File: config.mk
export PLATFORM = sky130hd
export DESIGN_NAME = tri_edge_raster
export DESIGN_NICKNAME = d
export VERILOG_FILES = /design/src/rtl/tri_edge_raster.sv
export SDC_FILE = /design/constraint.sdc
export NUM_CORES = 2
export LEC_CHECK = 0
export BUFFER_PORTS_ARGS = -buffer_cell sky130_fd_sc_hd__buf_2
export CELL_PAD_IN_SITES_DETAIL_PLACEMENT = 1
export CELL_PAD_IN_SITES_GLOBAL_PLACEMENT = 2
export CORE_AREA = 2 2 408 410
export CTS_BUF_LIST = sky130_fd_sc_hd__clkbuf_2
export DETAILED_ROUTE_END_ITERATION = 12
export DIE_AREA = 0 0 410 412
export PLACE_DENSITY_LB_ADDON = 0.08
export SKIP_CTS_REPAIR_TIMING = 1
export SLEW_MARGIN = 20
export SYNTH_ARGS = -nofsm -noshare
export SYNTH_HDL_FRONTEND = slang
export SYNTH_SLANG_ARGS = --single-unit
File: constraint.sdc
create_clock -name clk_in -period 20.7 [get_ports clk_in]
set_input_delay 3.105 -clock clk_in [delete_from_list [all_inputs] [get_ports clk_in]]
set_output_delay 3.105 -clock clk_in [all_outputs]
set_load 0.01 [all_outputs]
File: src/rtl/tri_edge_raster.sv
// tri_edge_raster: pipelined point-in-triangle tester using orientation-normalised edge functions
module tri_edge_raster #(
    parameter int COORD_W   = 9,
    parameter bit CULL_BACK = 1'b0,
    parameter bit TOP_LEFT  = 1'b1,
    localparam int E_W      = 2*COORD_W + 4
) (
    input  logic                       clk_in,
    input  logic                       rst_n_in,
    input  logic                       tri_valid_in,
    output logic                       tri_ready_out,
    input  logic [3*COORD_W-1:0]       vx_in,
    input  logic [3*COORD_W-1:0]       vy_in,
    input  logic                       valid_in,
    output logic                       ready_out,
    input  logic [COORD_W-1:0]         x_in,
    input  logic [COORD_W-1:0]         y_in,
    output logic                       valid_out,
    input  logic                       ready_in,
    output logic                       in_tri,
    output logic signed [E_W-1:0]      w0,
    output logic signed [E_W-1:0]      w1,
    output logic signed [E_W-1:0]      w2,
    output logic [COORD_W-1:0]         x_out,
    output logic [COORD_W-1:0]         y_out,
    output logic signed [E_W-1:0]      area2_out,
    output logic                       degenerate_out,
    output logic                       backface_out
);
    typedef enum logic [2:0] {IDLE, SETUP_AB, SETUP_C, SETUP_AREA, ACTIVE} state_t;

    state_t                  state_q;
    logic [3*COORD_W-1:0]    vx_q, vy_q;
    logic                    sgn_q;
    logic signed [E_W-1:0]   a_q [3], b_q [3], c_q [3];
    logic signed [E_W-1:0]   a_d [3], b_d [3], c_d [3];
    logic signed [E_W-1:0]   a_n [3], b_n [3], c_n [3];
    logic signed [E_W-1:0]   area_d;
    logic                    v1_q, v2_q;
    logic [COORD_W-1:0]      x1_q, y1_q, x2_q, y2_q;
    logic signed [E_W-1:0]   ax_q [3], by_q [3], e_q [3];
    logic signed [E_W-1:0]   ax_d [3], by_d [3], e_d [3];
    logic [2:0]              pass_d;
    logic                    in_d, adv, px_acc;

    function automatic logic signed [E_W-1:0] ext(input logic [COORD_W-1:0] v);
        return $signed({{(E_W-COORD_W){1'b0}}, v});
    endfunction

    // Edge setup terms, sign-normalised coefficients, per-stage pipeline arithmetic and fill-rule test
    always_comb begin
        area_d = c_q[0] + c_q[1] + c_q[2];
        for (int i = 0; i < 3; i++) begin
            a_d[i]    = ext(vy_q[((i+1)%3)*COORD_W +: COORD_W]) - ext(vy_q[((i+2)%3)*COORD_W +: COORD_W]);
            b_d[i]    = ext(vx_q[((i+2)%3)*COORD_W +: COORD_W]) - ext(vx_q[((i+1)%3)*COORD_W +: COORD_W]);
            c_d[i]    = ext(vx_q[((i+1)%3)*COORD_W +: COORD_W]) * ext(vy_q[((i+2)%3)*COORD_W +: COORD_W])
                      - ext(vx_q[((i+2)%3)*COORD_W +: COORD_W]) * ext(vy_q[((i+1)%3)*COORD_W +: COORD_W]);
            a_n[i]    = sgn_q ? -a_q[i] : a_q[i];
            b_n[i]    = sgn_q ? -b_q[i] : b_q[i];
            c_n[i]    = sgn_q ? -c_q[i] : c_q[i];
            ax_d[i]   = a_n[i] * ext(x_in);
            by_d[i]   = b_n[i] * ext(y_in);
            e_d[i]    = ax_q[i] + by_q[i] + c_n[i];
            pass_d[i] = (!e_q[i][E_W-1] && |e_q[i]) ||
                        (~|e_q[i] && (!TOP_LEFT || (!a_n[i][E_W-1] && |a_n[i]) || (~|a_n[i] && b_n[i][E_W-1])));
        end
        in_d          = &pass_d && !degenerate_out && !(CULL_BACK && backface_out);
        adv           = !valid_out || ready_in;
        ready_out     = state_q == ACTIVE && adv && !tri_valid_in;
        tri_ready_out = state_q == IDLE || (state_q == ACTIVE && !v1_q && !v2_q && !valid_out);
        px_acc        = valid_in && ready_out;
    end

    // Triangle setup FSM: latch vertices, then A/B, then C, then area and orientation
    always_ff @(posedge clk_in) begin
        if (!rst_n_in) begin
            state_q        <= IDLE;
            vx_q           <= '0;
            vy_q           <= '0;
            sgn_q          <= 1'b0;
            a_q            <= '{default: '0};
            b_q            <= '{default: '0};
            c_q            <= '{default: '0};
            area2_out      <= '0;
            degenerate_out <= 1'b0;
            backface_out   <= 1'b0;
        end else if (tri_valid_in && tri_ready_out) begin
            state_q <= SETUP_AB;
            vx_q    <= vx_in;
            vy_q    <= vy_in;
        end else if (state_q == SETUP_AB) begin
            state_q <= SETUP_C;
            a_q     <= a_d;
            b_q     <= b_d;
        end else if (state_q == SETUP_C) begin
            state_q <= SETUP_AREA;
            c_q     <= c_d;
        end else if (state_q == SETUP_AREA) begin
            state_q        <= ACTIVE;
            area2_out      <= area_d;
            degenerate_out <= ~|area_d;
            backface_out   <= area_d[E_W-1];
            sgn_q          <= area_d[E_W-1];
        end
    end

    // Three-stage pixel pipeline; every stage freezes together when the output is stalled
    always_ff @(posedge clk_in) begin
        if (!rst_n_in) begin
            v1_q      <= 1'b0;
            v2_q      <= 1'b0;
            x1_q      <= '0;
            y1_q      <= '0;
            x2_q      <= '0;
            y2_q      <= '0;
            ax_q      <= '{default: '0};
            by_q      <= '{default: '0};
            e_q       <= '{default: '0};
            valid_out <= 1'b0;
            in_tri    <= 1'b0;
            w0        <= '0;
            w1        <= '0;
            w2        <= '0;
            x_out     <= '0;
            y_out     <= '0;
        end else if (adv) begin
            v1_q      <= px_acc;
            x1_q      <= x_in;
            y1_q      <= y_in;
            ax_q      <= ax_d;
            by_q      <= by_d;
            v2_q      <= v1_q;
            x2_q      <= x1_q;
            y2_q      <= y1_q;
            e_q       <= e_d;
            valid_out <= v2_q;
            if (v2_q) begin
                in_tri <= in_d;
                w0     <= e_q[0];
                w1     <= e_q[1];
                w2     <= e_q[2];
                x_out  <= x2_q;
                y_out  <= y2_q;
            end
        end
    end
endmodule

==> key figures <==
Status
  – Status: finished, final reports clean

Timing
  – Setup TNS: 0 ns
  – RSZ-0062 raised after global routing: false
  – Tcrit/Tclk final: roughly two fifths
  – Max_slew headroom: 22.1%
  – Final Skew: ~0.13 ns
  – Slew Viols, Final: 0
  – Setup violators final: 0
  – Final Hold Fails: 0
  – Tmin final: 8.12 ns
  – WHS: around 0.45 ns
  – Worst slew pin tran: 1.17 ns
  – FMAX: between 100 and 150 MHz
  – Final worst slack: ~13 ns

Route
  – 1st-iter DRT viols: 3170
  – DRT Pass-1 Iters: 8
  – ANT nets after route: 0
  – Post-route DRC: 0
  – WL/cell: 22.6 um
  – Vias/cell: approximately 5.3
  – Final wirelength: 253 mm
  – Total number of vias: about 60000

Setup path
  – Slowest stage cell on the critical path: xnor2_1
  – Setup crit end kind: flop
  – CP delay by family, top: adder cells
  – Most numerous cell on the critical path: fa_1
  – WS Path Type: flop to flop
  – Critical Path Fanout Max: 57
  – Crit path launch type: flop
  – WP data required: approximately 22 ns
  – Crit path arrival time: ~9.6 ns
  – Worst path buffer plus inverter count: 5
  – Crit path cell chain: buf_4, buf_4, o41ai_1, xnor2_1, nand2_1, fa_1, inv_1, fa_1, fa_1, fa_1, inv_1, fa_1, inv_1, ha_1, o21ai_0, nand2b_1, a21oi_1, a211oi_1, o41ai_1, nand2_1, a31oi_1, xnor2_1, o21ai_0
  – Crit path largest cell delay: about 0.85 ns

Synthesis
  – Compound-Gate Fraction of Synth Area: 9.88%
  – Avg Cell Area, Syn: between 8 and 9 um^2
  – Primary FF master, synth: dfxtp_1
  – Mapped Cells: 8805
  – FFs w/ async S/R, synth: 0%
  – Warning count from the yosys run: 0
  – Seq/Total Area, Yosys: between 10% and 20%
  – Largest family of logic cells by synthesized area: adder cells
  – Post-synth EDFFs: 0
  – Post-Syn Area: 71900 um^2
  – Simple-gate area share of the yosys netlist: a little under a fifth
  – Mux contribution to synthesized area: less than 1%
  – Post-Synth XOR/XNOR Area: ~4.6%
  – Synth unique cells: 73
  – Synth Register Bits: just over 500
  – Adder-cell area share of the yosys netlist: 42.3%
  – Syn Nets: 10600

Final layout
  – Nets: approximately 11000
  – Final Cell Area: between 70000 and 80000 um^2
  – Final Util: between 40 and 50%
  – Post-route insts no fill: 11200
  – Layout cells sized above 1: under 10%
  – Synth-to-layout area growth: 6.66%

Floorplan
  – Die Y: approximately 400 um
  – Core area: 164000 um^2
  – Die width: about 400 um
  – I/O Pins: 189
  – Site row count: 149
  – Area of the die: between 150000 and 200000 um^2
  – Initial core utilization: between 40 and 50%

GRT
  – First-pass GRT wire length: about 390 mm
  – Grt total ovfl: 0
  – GRT Total Usage: approximately 30%
  – Pin count of the biggest net entering global routing: 157
  – Initial antenna violation count: 15
  – Vias in the first global route: approximately 65000

Power and ir drop
  – Final Power: 6.51 mW
  – Clock share of power: about an eighth
  – Leak Pwr: about 38 nW
  – Power Density: roughly 85 nW/um^2
  – Power Internal: 3.12 mW
  – NetSw: ~3.4 mW
  – Net Sw Frac: between 50 and 60%
  – Worst vdd ir: about 0.058 mV
  – Sequential Power Share: a little over a fifth
  – Comb pwr share: ~66%

Placement
  – Dpl ws: 11.31 ns
  – Dpl hpwl: slightly above 200 mm
  – Inst Count DP: 10900
  – I/O Buffers: 188
  – Gpl congestion: slightly below 1
  – DP Area: about 75000 um^2

CTS
  – Clock Latency Late Sink: about 1.6 ns
  – Sink Count: 519
  – Clock buffer depth: 3
  – Htree depth: 4
  – CTS tree: built
  – CTS root buffer: clkbuf_2
  – CTS buffer count: approximately 160
  – CTS clock-pin slew for the worst setup and hold paths: ~0.11 ns

Job
  – MaxCap Viol Count: 0

Hold path
  – HP Class: flop to flop
-- registers in the layout, summed over array words and instances, names as in the netlist, 22 cells and up --
register	flops
vx_q	27
by_q	66
area2_out	22
b_q	30
w1	22
a_q	30
vy_q	27
ax_q	66
w0	22
w2	22
c_q	57
e_q	66
-- cells in the final DEF (no fill, tap or decap), types with 14 or more instances in the layout --
cell / instances
a211oi_1: 79
a21boi_0: 23
a21o_1: 61
a21oi_1: 531
a31oi_1: 32
and2_1: 409
and3_1: 21
buf_2: 188
buf_4: 122
clkbuf_2: 217
clkinv_1: 53
clkinv_2: 14
dfxtp_1: 518
diode_2: 14
fa_1: 1112
ha_1: 650
inv_1: 1587
nand2_1: 1609
nand2b_1: 56
nand3_1: 83
nor2_1: 480
nor2b_1: 47
nor3_1: 71
nor3b_1: 14
nor4_1: 31
o21a_1: 41
o21ai_0: 220
o21bai_1: 19
o31ai_1: 41
o41ai_1: 22
or2_2: 17
or3_1: 42
or4_1: 17
xnor2_1: 251
xor2_1: 120
-- layer usage --
metal	track usage (%)	vias up	wire length (um)
met5	0	-	0
li1	-	27400	-
met1	39.4	30400	111000
met4	12.9	0	12100
met2	51.7	1296	120000
met3	3.33	425	9930
-- power by group through the flow --
stage	clock (mW)	combinational, mW	sequential [mW]
2_1_floorplan	0	2.99	1.28
3_3_place_gp	0	4.17	1.41
3_5_place_dp	0	4.27	1.41
4_1_cts	0.880	4.30	1.39
5_1_grt	0.932	4.81	1.41
6_report	0.840	4.27	1.39
-- Yosys cell counts, types with 14 or more instances --
cell type	count	area, um^2
nand2_1	1613	6050
inv_1	1588	5960
fa_1	1112	22300
ha_1	650	8130
a21oi_1	531	2660
dfxtp_1	519	10400
nor2_1	483	1810
and2_1	411	2570
clkbuf_1	375	1410
xnor2_1	258	2260
o21ai_0	223	1120
xor2_1	120	1050
nand3_1	83	415
a211oi_1	79	593
nor3_1	73	365
a21o_1	61	458
nand2b_1	58	363
nor2b_1	48	300
or3_1	43	269
o21a_1	41	308
o31ai_1	41	308
a31oi_1	32	200
nor4_1	31	194
a21boi_0	23	173
buf_1	23	86.3
o41ai_1	22	193
and3_1	21	131
o21bai_1	20	150
or2_2	17	106
or4_1	17	128
nor3b_1	14	105
-- worst register-to-register path, delay by kind of cell, from the launching register on --
family                   cells  cell delay (ns)
XOR/XNOR                     2             0.99
AND/OR/NAND/NOR              3             0.43
buffers and inverters        5             1.38
flip-flops                   1             0.57
adder cells (fa/ha/maj)      6             2.86
AO/OA/AOI/OAI                7             1.77
-- layout make-up --
type	count	area (um^2)
Multi-Input combinational cell	6275	54100
Tap cell	2189	2740
Antenna cell	14	35.0
Clock buffer	217	1090
Fill cell	20000	87600
Timing Repair Buffer	313	1920
Clock inverter	69	368
Sequential cell	519	10400
Inverter	1611	6050
-- kinds of logic after synthesis --
kind of cell             after synthesis
adder cells (fa/ha/maj)             1762
multiplexers                           6
AO/OA/AOI/OAI                       1182
AND/OR/NAND/NOR                     2947
buffers and inverters               2011
XOR/XNOR                             378
flip-flops                           519
-- path summary, 6_finish.rpt --
kind                         startpoint                     to  slack [ns]  depth (start not counted)
max          area2_out[21]$_SDFFE_PN0P_  ax_q[65]$_SDFFE_PN0N_       12.58                         23
min                ax_q[1]$_SDFFE_PN0N_   ax_q[1]$_SDFFE_PN0N_        0.45                          2
min reg2reg        ax_q[1]$_SDFFE_PN0N_   ax_q[1]$_SDFFE_PN0N_        0.45                          2
max reg2reg  area2_out[21]$_SDFFE_PN0P_  ax_q[65]$_SDFFE_PN0N_       12.58                         23
(Power assumes the default switching activity.)
